===== config.mk =====
export PLATFORM = sky130hd
export DESIGN_NAME = zero_cross_detect_v3
export DESIGN_NICKNAME = d
export VERILOG_FILES = /design/src/rtl/zc_pkg.sv /design/src/rtl/zc_classify.sv /design/src/rtl/zero_cross_detect_v3.sv
export SDC_FILE = /design/constraint.sdc
export NUM_CORES = 1
export LEC_CHECK = 0
export ABC_CLOCK_PERIOD_IN_PS = 94500
export CORE_ASPECT_RATIO = 1.4
export CORE_UTILIZATION = 50
export DETAILED_ROUTE_END_ITERATION = 12
export PLACE_DENSITY_LB_ADDON = 0.2
export SETUP_SLACK_MARGIN = 0.3
export SLEW_MARGIN = 5
export SYNTH_ARGS = -nofsm -noshare
export SYNTH_HDL_FRONTEND = slang
export SYNTH_SLANG_ARGS = --single-unit
export TNS_END_PERCENT = 1

===== constraint.sdc =====
create_clock -name clk -period 94.5 [get_ports clk]
set_input_delay 9.45 -clock clk [delete_from_list [all_inputs] [get_ports clk]]
set_output_delay 9.45 -clock clk [all_outputs]
set_load 0.02 [all_outputs]

===== src/rtl/zc_pkg.sv =====
// Shared encodings for the zero-crossing detector: region state, sample class
// and the dir_mode bit positions.
package zc_pkg;

    // Region the signal was last seen in (carried across beats).
    localparam logic [1:0] REG_UNK = 2'b00;
    localparam logic [1:0] REG_POS = 2'b01;
    localparam logic [1:0] REG_NEG = 2'b10;

    // Per-sample hysteresis class. POS/NEG deliberately share the region codes
    // so a class can be written straight into the region state.
    typedef enum logic [1:0] {
        CLS_DEAD = 2'b00,
        CLS_POS  = 2'b01,
        CLS_NEG  = 2'b10
    } zc_class_e;

    // Bit positions inside dir_mode.
    localparam int DIR_RISE = 0;
    localparam int DIR_FALL = 1;

endpackage


===== src/rtl/zc_classify.sv =====
// Combinational hysteresis classifier for one sample: POS, NEG or DEAD band.
module zc_classify
    import zc_pkg::*;
#(
    parameter int DATA_WIDTH = 20
) (
    input  logic [DATA_WIDTH-1:0] i_x,
    input  logic [DATA_WIDTH-2:0] i_thresh,
    output logic [1:0]            o_class
);

    // One extra bit so that -thresh is always representable.
    logic signed [DATA_WIDTH:0] w_x;
    logic signed [DATA_WIDTH:0] w_th;
    logic signed [DATA_WIDTH:0] w_nth;

    assign w_x   = {i_x[DATA_WIDTH-1], i_x};
    assign w_th  = {2'b00, i_thresh};
    assign w_nth = -w_th;

    // Zero is treated as positive; magnitudes inside the band are DEAD.
    always_comb begin
        o_class = CLS_DEAD;
        if (!w_x[DATA_WIDTH] && (w_x >= w_th)) begin
            o_class = CLS_POS;
        end else if (w_x[DATA_WIDTH] && (w_x <= w_nth)) begin
            o_class = CLS_NEG;
        end
    end

endmodule


===== src/rtl/zero_cross_detect_v3.sv =====
// Zero-crossing detector for a 16:1 deserialised difference stream.
// Three-stage pipeline: classify+register, serial region/holdoff scan,
// output encode (first index, popcount).
module zero_cross_detect_v3
    import zc_pkg::*;
#(
    parameter  int NUM_CHANNELS  = 16,
    parameter  int DATA_WIDTH    = 20,
    parameter  int HOLDOFF_WIDTH = 8,
    localparam int IDX_W         = $clog2(NUM_CHANNELS),
    localparam int CNT_W         = $clog2(NUM_CHANNELS + 1)
) (
    input  logic                             clk,
    input  logic                             rst_n,
    input  logic                             valid_in,
    input  logic [NUM_CHANNELS*DATA_WIDTH-1:0] diff_in,
    input  logic [DATA_WIDTH-2:0]            thresh,
    input  logic [1:0]                       dir_mode,
    input  logic [HOLDOFF_WIDTH-1:0]         holdoff,
    input  logic                             clear,
    output logic [NUM_CHANNELS-1:0]          zero_mask,
    output logic [NUM_CHANNELS-1:0]          zero_direction,
    output logic                             any_cross,
    output logic [IDX_W-1:0]                 first_idx,
    output logic [CNT_W-1:0]                 cross_cnt,
    output logic                             valid_out
);

    logic [2*NUM_CHANNELS-1:0] w_class;

    logic [2*NUM_CHANNELS-1:0] r1_class;
    logic                      r1_valid;
    logic                      r1_clear;
    logic [1:0]                r1_dir_mode;
    logic [HOLDOFF_WIDTH-1:0]  r1_holdoff;

    logic [1:0]                r_region;
    logic [HOLDOFF_WIDTH-1:0]  r_hcnt;
    logic [1:0]                w_rgn;
    logic [HOLDOFF_WIDTH-1:0]  w_hc;
    logic [1:0]                w_cls;
    logic                      w_rise;
    logic                      w_en;
    logic                      w_acc;
    logic [NUM_CHANNELS-1:0]   w_mask;
    logic [NUM_CHANNELS-1:0]   w_dir;

    logic                      r2_valid;
    logic [NUM_CHANNELS-1:0]   r2_mask;
    logic [NUM_CHANNELS-1:0]   r2_dir;
    logic [IDX_W-1:0]          w_first;
    logic [CNT_W-1:0]          w_pop;

    for (genvar g = 0; g < NUM_CHANNELS; g++) begin : g_cls
        zc_classify #(
            .DATA_WIDTH (DATA_WIDTH)
        ) u_cls (
            .i_x      (diff_in[g*DATA_WIDTH +: DATA_WIDTH]),
            .i_thresh (thresh),
            .o_class  (w_class[2*g +: 2])
        );
    end

    // S1: capture classes and the per-beat configuration alongside valid.
    always_ff @(posedge clk or negedge rst_n) begin
        if (!rst_n) begin
            r1_class    <= '0;
            r1_valid    <= 1'b0;
            r1_clear    <= 1'b0;
            r1_dir_mode <= '0;
            r1_holdoff  <= '0;
        end else begin
            r1_class    <= w_class;
            r1_valid    <= valid_in;
            r1_clear    <= clear;
            r1_dir_mode <= dir_mode;
            r1_holdoff  <= holdoff;
        end
    end

    // S2 next-state: walk ch0..chN-1 carrying region and holdoff count.
    always_comb begin
        w_rgn  = r1_clear ? REG_UNK : r_region;
        w_hc   = r1_clear ? '0 : r_hcnt;
        w_mask = '0;
        w_dir  = '0;
        w_cls  = CLS_DEAD;
        w_rise = 1'b0;
        w_en   = 1'b0;
        w_acc  = 1'b0;
        if (r1_valid) begin
            for (int g = 0; g < NUM_CHANNELS; g++) begin
                w_cls  = r1_class[2*g +: 2];
                w_rise = (w_cls == CLS_POS);
                w_en   = w_rise ? r1_dir_mode[DIR_RISE] : r1_dir_mode[DIR_FALL];
                w_acc  = 1'b0;
                if (w_cls != CLS_DEAD) begin
                    if (w_rgn == REG_UNK) begin
                        w_rgn = w_cls;
                    end else if (w_cls != w_rgn) begin
                        if (w_en && (w_hc == '0)) begin
                            w_acc     = 1'b1;
                            w_mask[g] = 1'b1;
                            w_dir[g]  = w_rise;
                            w_hc      = r1_holdoff;
                        end
                        w_rgn = w_cls;
                    end
                end
                if (!w_acc && (w_hc != '0)) begin
                    w_hc = w_hc - HOLDOFF_WIDTH'(1);
                end
            end
        end
    end

    // S2 registers: region/holdoff state and the per-beat crossing result.
    always_ff @(posedge clk or negedge rst_n) begin
        if (!rst_n) begin
            r_region <= REG_UNK;
            r_hcnt   <= '0;
            r2_valid <= 1'b0;
            r2_mask  <= '0;
            r2_dir   <= '0;
        end else begin
            r_region <= w_rgn;
            r_hcnt   <= w_hc;
            r2_valid <= r1_valid;
            r2_mask  <= w_mask;
            r2_dir   <= w_dir;
        end
    end

    // S3 encode: lowest set mask bit and number of crossings.
    always_comb begin
        w_first = '0;
        w_pop   = '0;
        for (int g = NUM_CHANNELS - 1; g >= 0; g--) begin
            if (r2_mask[g]) begin
                w_first = IDX_W'(g);
            end
        end
        for (int g = 0; g < NUM_CHANNELS; g++) begin
            w_pop = w_pop + CNT_W'(r2_mask[g]);
        end
    end

    // S3 registers: outputs; mask is already zero on invalid beats.
    always_ff @(posedge clk or negedge rst_n) begin
        if (!rst_n) begin
            zero_mask      <= '0;
            zero_direction <= '0;
            any_cross      <= 1'b0;
            first_idx      <= '0;
            cross_cnt      <= '0;
            valid_out      <= 1'b0;
        end else begin
            zero_mask      <= r2_mask;
            zero_direction <= r2_dir & r2_mask;
            any_cross      <= |r2_mask;
            first_idx      <= w_first;
            cross_cnt      <= w_pop;
            valid_out      <= r2_valid;
        end
    end

endmodule


==> impl_metrics.tcl <==
set metrics [dict create \
    place_congestion 1.00 \
    critical_path_class "reg -> reg" \
    synth_cells 3473 \
    htree_levels 4 \
    yosysUniqueCellTypes 124 \
    hold_path_class "reg -> reg" \
    route.detailed.drc 0 \
    worst_slew_pin_slew_ns 1.06 \
    boundaryPins 396 \
    portBuffers 395 \
    synthToLayoutAreaGrowth_pct 19.9 \
    post-route-period-util_pct 41.3 \
    maxCapViolations 0 \
    finalClockSkew_ns 0.0172 \
    setup_viol 0 \
    cts_resized 0 \
    drive_gt1_share_pct 5.52 \
    dr.pass1.iters 8 \
    antenna_found_initial 35 \
    yosysTopAreaCell "ha_1" \
    nNetsFinal 4873 \
    cts.sinks 130 \
    startpoint_type "register" \
    die_h_um 284 \
    cpMostUsedCell "ha_1" \
    cts.path.max_buffers 2 \
    crit_path_max_incr_delay_ns 0.99 \
    vias 29384 \
    overflow 0 \
    cts_setup_buffers 0 \
    synth.most_common_cell "ha_1" \
    crit_slowest_cell "a2111oi_2" \
    slew_viol_final 0 \
    grt_pass1_wl_um 161000 \
    slew_headroom_pct 29.0 \
    critPathArrivalTime_ns 39.39 \
    dp.final_hpwl_um 86700 \
    rsz0062_at_grt "false" \
    drtIter0Drc 1765 \
    hold_viol 0 \
    fillers 5200 \
    min_period_ns 39.01 \
    start_util_pct 50.5 \
    worst_r2r_path_depth 135 \
    avgSynthCellArea_um2 8.17 \
    r2r-end "r_hcnt[3]" \
    yosys_warnings 0 \
    ys_seq_elements 130 \
    num_rows 103 \
    grt_max_degree 78 \
    synthTopCellsByCount "ha_1 (663), nor2_1 (299), a21oi_1 (267)" \
    track_usage_pct 35.8 \
    routedWlPerCell_um 22.8 \
    dieArea_um2 57700 \
    core_um2 56200 \
    syn_nets 4499 \
    synth_area_leaders "ha_1 (29%), dfrtp_1 (11%), a21oi_1 (4.7%)" \
    synth_top_area_share_pct 29.2 \
    ant_nets 0 \
    max_freq_mhz 25.6 \
    hold_buffers 0 \
    clock_latency_ns 0.46 \
    cts_buffers 17 \
    cp-startpoint "r1_clear" \
    drt_wl_total_um 105000 \
    cp_data_required_time_ns 94.87 \
    synth_edf_count 0 \
    first_global_vias 28552 \
    cts_tree "yes" \
    worstHoldStart "r2_valid" \
    worstReg2RegStart "r1_clear" \
    netlist_area_um2 28400 \
    ys_dominant_reg_cell "dfrtp_1" \
    cts-root-buf "clkbuf_16" \
    worstHoldPathCells 0 \
    worstSetupEndpointType "register" \
    die_w_um 203 \
    rrSetupSlack_ns 55.49 \
    status "complete, no violations" \
    clk_pin_slew_ns 0.06 \
    vias_per_cell 6.37 \
    ys_seq_area_share_pct 11.5 \
    setup_tns_ns 0 \
    min_to "valid_out" \
    async_flop_share_pct 100 \
    worstPathMaxFanout 25 \
]
[cell type report]
cell class	count	area, um2	share of cell area, %
antenna	17	42.5	0.125
clock buffer	21	450	1.32
clock inverter	11	200	0.588
inverter	110	413	1.21
multi-input combinational	3150	24500	71.9
sequential	130	3250	9.56
tap	735	920	2.70
timing repair buffer	438	4280	12.6
[how the worst max path moves through the flow]
stage | endpoint | slack (ns) | cells after the start
finish | r_hcnt[3] | 55.49 | 135
global route | r_hcnt[7] | 52.64 | 133
CTS | r_hcnt[3] | 56.41 | 135
detailed placement | r_hcnt[3] | 56.57 | 134
global placement | r_hcnt[3] | 56.93 | 134
floorplan | r_hcnt[0] | 62.42 | 149
[metal layers]
| layer | vias up | wire (um) | GRT usage [%] | share of wire [%] |
|---|---|---|---|---|
| met4 | 36 | 7250 | 23.4 | 6.9 |
| met3 | 374 | 7870 | 7.99 | 7.5 |
| li1 | 14155 | - | - | - |
| met5 | - | 241 | 0 | 0.23 |
| met2 | 1232 | 51800 | 63.6 | 49 |
| met1 | 13587 | 38100 | 37.6 | 36 |
[registers in the layout, indices dropped and copies added, names as in the netlist]
signal / count
first_idx: 4
r2_valid: 1
r1_holdoff: 8
r_region: 2
r_hcnt: 8
r2_mask: 16
cross_cnt: 5
valid_out: 1
r1_class: 32
r1_clear: 1
r2_dir: 16
any_cross: 1
r1_dir_mode: 2
zero_mask: 16
zero_direction: 16
r1_valid: 1
[stage by stage]
step	worst slack, ns	utilization, %	hold slack (ns)	area [um2]	instances
2_1_floorplan	62.42	-	0.331	28400	3473
3_3_place_gp	56.93	59.3	0.332	33300	4563
3_5_place_dp	56.57	59.3	0.335	33300	4563
4_1_cts	56.41	60.5	0.350	34000	4595
5_1_grt	52.64	60.6	0.375	34000	4611
6_report	55.49	60.6	0.349	34000	4612
[worst max-delay path, delay by kind of cell, from the launching register on]
family,cells,cell delay (ns)
mux,2,0.55
xor+xnor,2,0.70
simple gates,49,14.65
buf+inv,8,1.29
compound gates,58,17.08
flops,1,0.67
fa+ha+maj,16,3.91
[logic make-up after synthesis]
logic type	synth area share [%]
AND/OR/NAND/NOR	23.8
AO/OA/AOI/OAI	27.7
adder cells (fa/ha/maj)	29.9
buffers and inverters	2.72
flip-flops	11.5
XOR/XNOR	2.25
multiplexers	2.12
[cells in the final DEF (no fill, tap or decap), types with 28 or more instances in the layout]
master / count
a21boi_0: 28
a21o_1: 137
a21oi_1: 267
a221oi_1: 28
a31oi_1: 28
and2_1: 40
and3_1: 40
buf_4: 43
clkdlybuf4s50_1: 394
dfrtp_1: 130
ha_1: 663
inv_1: 106
mux2i_1: 37
nand2_1: 131
nand2b_1: 142
nand3_1: 93
nand4_1: 80
nor2_1: 299
nor2b_1: 148
nor3_1: 61
o21a_1: 63
o21ai_0: 199
xnor2_1: 35
Power is not shown: default switching activity piles up to over one toggle a cycle in this logic, so the estimate is an artifact.
